**src/rtl/fetch_stage_pkg.sv**
```systemverilog
// Types and constants shared by the fetch stage and the decode control unit.
// Holds the fetch FSM encoding, the bubble instruction and the RV32I major opcodes.
package fetch_stage_pkg;

    typedef enum logic [1:0] {
        ST_REQ  = 2'd0,
        ST_WAIT = 2'd1,
        ST_HOLD = 2'd2,
        ST_DROP = 2'd3
    } fetch_state_e;

    // addi x0, x0, 0
    localparam logic [31:0] PKG_NOP_INSTR = 32'h0000_0013;

    localparam logic [6:0] OPC_LUI    = 7'b0110111;
    localparam logic [6:0] OPC_AUIPC  = 7'b0010111;
    localparam logic [6:0] OPC_JAL    = 7'b1101111;
    localparam logic [6:0] OPC_JALR   = 7'b1100111;
    localparam logic [6:0] OPC_BRANCH = 7'b1100011;
    localparam logic [6:0] OPC_LOAD   = 7'b0000011;
    localparam logic [6:0] OPC_STORE  = 7'b0100011;
    localparam logic [6:0] OPC_OP_IMM = 7'b0010011;
    localparam logic [6:0] OPC_OP     = 7'b0110011;

endpackage

```
**src/rtl/fetch_skid.sv**
```systemverilog
// Single-entry skid register: parks a fetched word that arrived while IF/ID was stalled.
// Clear wins over load so a redirect always empties it.
module fetch_skid (
    input  logic        clk,
    input  logic        rst_n,
    input  logic        load_i,
    input  logic        clear_i,
    input  logic [31:0] pc_i,
    input  logic [31:0] instr_i,
    output logic        valid_o,
    output logic [31:0] pc_o,
    output logic [31:0] instr_o
);

    logic        valid_q;
    logic [31:0] pc_q;
    logic [31:0] instr_q;

    always_ff @(posedge clk or negedge rst_n) begin
        if (!rst_n) begin
            valid_q <= 1'b0;
            pc_q    <= '0;
            instr_q <= '0;
        end else if (clear_i) begin
            valid_q <= 1'b0;
        end else if (load_i) begin
            valid_q <= 1'b1;
            pc_q    <= pc_i;
            instr_q <= instr_i;
        end
    end

    assign valid_o = valid_q;
    assign pc_o    = pc_q;
    assign instr_o = instr_q;

endmodule

```
**src/rtl/fetch_stage.sv**
```systemverilog
// Instruction fetch stage: one outstanding imem request, IF/ID register with stall/redirect,
// and a skid entry that catches a word returning while the pipeline is stalled.
module fetch_stage
    import fetch_stage_pkg::*;
#(
    parameter logic [31:0] RESET_PC  = 32'h0000_0000,
    parameter logic [31:0] NOP_INSTR = PKG_NOP_INSTR
) (
    input  logic        clk,
    input  logic        rst_n,
    input  logic        stall,
    input  logic        redirect,
    input  logic [31:0] redirect_pc,
    output logic        imem_req,
    output logic [31:0] imem_addr,
    input  logic        imem_gnt,
    input  logic        imem_rvalid,
    input  logic [31:0] imem_rdata,
    output logic        ifid_valid,
    output logic [31:0] ifid_pc,
    output logic [31:0] ifid_instr,
    output logic [6:0]  opcode,
    output logic [2:0]  func3,
    output logic [6:0]  func7
);

    fetch_state_e state_q, state_d;
    logic [31:0]  pc_q, pc_d;
    logic [31:0]  req_pc_q, req_pc_d;
    logic         ifid_valid_q, ifid_valid_d;
    logic [31:0]  ifid_pc_q, ifid_pc_d;
    logic [31:0]  ifid_instr_q, ifid_instr_d;
    logic         started_q;

    logic         skid_load, skid_clear, skid_valid;
    logic [31:0]  skid_pc, skid_instr;
    logic         handshake;

    fetch_skid u_skid (
        .clk     (clk),
        .rst_n   (rst_n),
        .load_i  (skid_load),
        .clear_i (skid_clear),
        .pc_i    (req_pc_q),
        .instr_i (imem_rdata),
        .valid_o (skid_valid),
        .pc_o    (skid_pc),
        .instr_o (skid_instr)
    );

    // started_q keeps imem_req low until the first edge after reset release.
    assign imem_req  = started_q && (state_q == ST_REQ);
    assign imem_addr = pc_q;
    assign handshake = imem_req && imem_gnt;

    always_comb begin
        state_d      = state_q;
        pc_d         = pc_q;
        req_pc_d     = req_pc_q;
        ifid_valid_d = ifid_valid_q;
        ifid_pc_d    = ifid_pc_q;
        ifid_instr_d = ifid_instr_q;
        skid_load    = 1'b0;
        skid_clear   = 1'b0;

        // Decode consumes IF/ID on every unstalled edge; refill below or leave a bubble.
        if (!stall) begin
            ifid_valid_d = 1'b0;
            ifid_instr_d = NOP_INSTR;
        end

        if (redirect) begin
            pc_d         = redirect_pc;
            ifid_valid_d = 1'b0;
            ifid_instr_d = NOP_INSTR;
            skid_clear   = 1'b1;
            unique case (state_q)
                ST_REQ:  state_d = handshake ? ST_DROP : ST_REQ;
                ST_WAIT: state_d = imem_rvalid ? ST_REQ : ST_DROP;
                ST_HOLD: state_d = ST_REQ;
                ST_DROP: state_d = imem_rvalid ? ST_REQ : ST_DROP;
                default: state_d = ST_REQ;
            endcase
        end else begin
            unique case (state_q)
                ST_REQ: begin
                    if (handshake) begin
                        req_pc_d = pc_q;
                        pc_d     = pc_q + 32'd4;
                        state_d  = ST_WAIT;
                    end
                end
                ST_WAIT: begin
                    if (imem_rvalid) begin
                        if (!stall) begin
                            ifid_valid_d = 1'b1;
                            ifid_pc_d    = req_pc_q;
                            ifid_instr_d = imem_rdata;
                            state_d      = ST_REQ;
                        end else begin
                            skid_load = 1'b1;
                            state_d   = ST_HOLD;
                        end
                    end
                end
                ST_HOLD: begin
                    if (!stall) begin
                        if (skid_valid) begin
                            ifid_valid_d = 1'b1;
                            ifid_pc_d    = skid_pc;
                            ifid_instr_d = skid_instr;
                        end
                        skid_clear = 1'b1;
                        state_d    = ST_REQ;
                    end
                end
                ST_DROP: begin
                    if (imem_rvalid) begin
                        state_d = ST_REQ;
                    end
                end
                default: state_d = ST_REQ;
            endcase
        end
    end

    always_ff @(posedge clk or negedge rst_n) begin
        if (!rst_n) begin
            state_q      <= ST_REQ;
            pc_q         <= RESET_PC;
            req_pc_q     <= RESET_PC;
            ifid_valid_q <= 1'b0;
            ifid_pc_q    <= '0;
            ifid_instr_q <= NOP_INSTR;
            started_q    <= 1'b0;
        end else begin
            state_q      <= state_d;
            pc_q         <= pc_d;
            req_pc_q     <= req_pc_d;
            ifid_valid_q <= ifid_valid_d;
            ifid_pc_q    <= ifid_pc_d;
            ifid_instr_q <= ifid_instr_d;
            started_q    <= 1'b1;
        end
    end

    assign ifid_valid = ifid_valid_q;
    assign ifid_pc    = ifid_pc_q;
    assign ifid_instr = ifid_instr_q;
    assign opcode     = ifid_instr_q[6:0];
    assign func3      = ifid_instr_q[14:12];
    assign func7      = ifid_instr_q[31:25];

endmodule

```
**config.mk**
```make
export PLATFORM = sky130hd
export DESIGN_NAME = fetch_stage
export DESIGN_NICKNAME = d
export VERILOG_FILES = /design/src/rtl/fetch_stage_pkg.sv /design/src/rtl/fetch_skid.sv /design/src/rtl/fetch_stage.sv
export SDC_FILE = /design/constraint.sdc
export NUM_CORES = 1
export LEC_CHECK = 0
export ABC_AREA = 1
export ABC_CLOCK_PERIOD_IN_PS = 5700
export BUFFER_PORTS_ARGS = -buffer_cell sky130_fd_sc_hd__buf_2
export CAP_MARGIN = 20
export CORE_ASPECT_RATIO = 0.8
export CORE_UTILIZATION = 40
export CTS_BUF_LIST = sky130_fd_sc_hd__clkbuf_8 sky130_fd_sc_hd__clkbuf_16
export DETAILED_ROUTE_END_ITERATION = 16
export SETUP_SLACK_MARGIN = 0.1
export SYNTH_ARGS = -nofsm -noshare
export SYNTH_HDL_FRONTEND = slang
export SYNTH_SLANG_ARGS = --single-unit
```
**constraint.sdc**
```tcl
create_clock -name clk -period 5.7 [get_ports clk]
set_clock_uncertainty 0.2 [all_clocks]
set_input_delay 1.14 -clock clk [delete_from_list [all_inputs] [get_ports clk]]
set_output_delay 1.14 -clock clk [all_outputs]
set_load 0.02 [all_outputs]
```
==> summary.txt <==
Outcome
  – Outcome: finished, violations left
  – Failing checks: DRC

Detailed routing
  – WL per Instance: approximately 15 µm
  – DR pass1 iterations: 12
  – Vias: 8,811
  – Drt total wl: 27,260 µm
  – Drt via density: ~5
  – First DRT Iteration DRCs: around 650
  – Post-DRT Antenna Nets: 0
  – DRC: 11

Pwr
  – Leak: 5.931 nW
  – Cell Pwr Density: between 500 and 600 mW/mm²
  – Peak supply drop: 0.2128 mV
  – Total power: 6.032 mW

Finish
  – NumNets Final: 1,515
  – Area delta synth->final: 15.87%
  – Final Cell Area: 0.01172 mm²
  – Final cell utilization of the core: 47.70%
  – Diode count: 0
  – Share of layout cells above drive strength 1: 20.59%
  – Fillcell total: 2,482

Timing
  – Setup-failing EPs final: 0
  – Hold Slack: roughly 290 ps
  – Slew headroom: ~30%
  – RSZ-0062 raised after global routing: false
  – Fin. Hold Viols: 0
  – Slew Limit Fails: 0
  – Sum Neg Setup Slack: 0 ps
  – Fmax: ~320 MHz
  – Worst Max-Slew Pin Slew: 1048 ps
  – Fin crit share: 55.07%
  – Post-route minimum period: 3139 ps

Min path
  – WHS Path Cells: 2
  – Min-delay src: u_skid.instr_o[2]$_DFFE_PN0P_
  – Worst hold path class: reg2reg
  – WHS Endpoint: u_skid.instr_o[2]$_DFFE_PN0P_

CTS
  – CTS tree: yes
  – Clock Pin Slew Worst Setup and Hold Paths: roughly 80 ps
  – Clock sinks: 197
  – Post CTS Setup Buffer Count: 0
  – Clk root buf: clkbuf_16
  – Hold-fix buffers, CTS: 0
  – Worst-case clock buffer depth: 2
  – Worst skew pair latency: 440 ps
  – TritonCTS buffer count: 17
  – Post_cts resized: 0
  – # H-tree levels: 4

Synthesis
  – Syn Area/Cell: 7.720 µm²
  – Cells after Synth: 1,310
  – Post-synth EDFFs: 0
  – Main synth FF type: dfrtp_1
  – Ys Warns: 0
  – Number of synthesized register bits: roughly 200
  – Synth top area cells: dfrtp_1 (48%), nand2_1 (13%), o21ai_0 (9.9%)
  – Post-synth top area share: 48.00%
  – Most common cell in the netlist: nand2_1
  – Syn nets: between 1,000 and 1,500
  – Async set or reset register ratio after synthesis: 100.0%
  – Distinct cells, synth: 39
  – Synthesized area: about 0.010 mm²
  – Synth area leader: dfrtp_1
  – Sequential share of the synthesized area: 48.78%
  – Commonest cells post-synth: nand2_1 (352), o21ai_0 (200), dfrtp_1 (194)

Setup path
  – Critical Path Slowest Stage Cell: ha_1
  – CP cell instances: inv_1 -> ha_1 -> buf_4 -> nand2_1 -> inv_1 -> nand3_4 -> buf_4 -> o21ai_0
  – Crit-path max cell delay: 540 ps
  – Reg-to-reg slack, setup: around 2600 ps
  – Critical R2R Launch: state_q[1]$_DFFE_PN0P_
  – Crit path capture type: register
  – Worst-path maximum fanout: just under 90
  – Crit path DAT: 3290 ps
  – Kind of critical path: reg2reg
  – Startpoint types: register
  – Critical Path RT: 5850 ps
  – R2R Path End: u_skid.pc_o[28]$_DFFE_PN0P_
  – FF-to-FF path depth: 8

Floorplanning
  – I/O Pins: 185
  – Starting Density: about two fifths
  – Core ar.: between 0.02 and 0.025 mm²
  – Width of the die: 179.8 µm
  – Die area: 0.02593 mm²
  – Die span in y: 144.2 µm
  – # rows: 51

GRT
  – Global-route wire length before repair: 43,890 µm
  – Antenna violations before repair: 0
  – Vias in the first global route: 8,061
  – Total track usage: 21.66%
  – Pin count of the biggest net entering global routing: 102
  – GRT Residual Overflow: 0

Placed design
  – I/O Buffers: 184
  – Post-DP HPWL: 18,110 µm
  – Placed Area: 0.01110 mm²
  – GPL Wtd Cong: 0.8408

Flow run
  – Max cap viols: 0
## cell families (layout without fill, tap and decap cells)
group | count (synthesis) | in the layout | share of synthesized area, %
xor+xnor | 4 | 4 | 0.3464
compound gates | 329 | 329 | 17.85
simple gates | 509 | 509 | 20.98
other cells | 1 | 1 | 0.03708
buf+inv | 264 | 406 | 11.26
fa+ha+maj | 6 | 6 | 0.7423
flops | 197 | 197 | 48.78
## cell usage in the layout, fill, tap and decap left out, types with 2 or more instances in the layout
cell type	Yosys	layout
a21oi_1	78	78
buf_12	0	2
buf_2	11	183
buf_4	17	8
clkbuf_16	0	17
clkinv_4	1	2
clkinv_8	0	3
dfrtp_1	194	194
dfstp_2	3	3
ha_1	6	5
inv_1	175	175
inv_6	1	7
inv_8	0	3
nand2_1	352	352
nand2_2	28	28
nand3_1	37	36
nand3b_1	8	8
nand4_1	12	12
nor2_1	59	59
nor2_2	4	4
nor3_1	6	6
o211ai_1	5	5
o21a_1	2	2
o21ai_0	200	200
o21ai_1	7	7
o21ai_2	29	29
o21bai_1	2	2
xor2_1	4	4
## worst max path at each step
stage / slack (ps) / endpoint / from / depth (start not counted)
3_5_place_dp: 2180 / u_skid.pc_o[28]$_DFFE_PN0P_ / stall / 6
3_3_place_gp: 2260 / ifid_instr[9]$_DFF_PN0_ / stall / 8
2_1_floorplan: 3270 / ifid_pc[22]$_DFFE_PN0P_ / stall / 6
5_1_grt: 2260 / u_skid.pc_o[27]$_DFFE_PN0P_ / state_q[1]$_DFFE_PN0P_ / 9
6_report: 2560 / u_skid.pc_o[28]$_DFFE_PN0P_ / state_q[1]$_DFFE_PN0P_ / 8
4_1_cts: 2520 / u_skid.pc_o[28]$_DFFE_PN0P_ / state_q[1]$_DFFE_PN0P_ / 8
## power breakdown
group	internal [mW]	switching [mW]	total, mW
Combinational	0.788	1.67	2.46
Clock	0.632	0.612	1.24
Sequential	1.98	0.349	2.33
## flip-flops by register name, summed over array words and instances (netlist names)
name / cells
u_skid.pc_o: 32
u_skid.instr_o: 32
ifid_pc: 32
u_skid.valid_o: 1
req_pc_q: 32
ifid_valid: 1
state_q: 2
ifid_instr: 32
started_q: 1
imem_addr: 32
## stage by stage
stage	worst slack (ps)	std cells
global placement	2263	1737
detailed placement	2183	1737
floorplan	3265	1310
global route	2256	1770
finish	2561	1770
CTS	2516	1769
## critical path, delay by kind of cell, from the launching register on
| family | cells | cell delay [ps] |
|---|---|---|
| fa+ha+maj | 1 | 540 |
| compound gates | 1 | 290 |
| simple gates | 2 | 400 |
| flops | 1 | 400 |
| buf+inv | 4 | 1180 |
## per-layer routing
layer  GRT usage, %  share of wire, %  routed length, µm  up-vias
met1          34.32                53              14330     4119
met5              0                 0                  0        -
li1               -                 -                  -     4388
met3          3.400               5.9               1596       14
met2          29.98                41              11110      290
met4          5.762              0.83                225        0
## final cells by class
class                      instances  area [µm²]  area share [%]
sequential                       197        4933           42.10
multi-input combinational        849        4056           34.61
timing repair buffer             195        1045           8.915
inverter                         179       681.9           5.819
clock buffer                      17       425.4           3.630
tap                              318       397.9           3.395
clock inverter                    15       178.9           1.527
(Power assumes the default switching activity.)
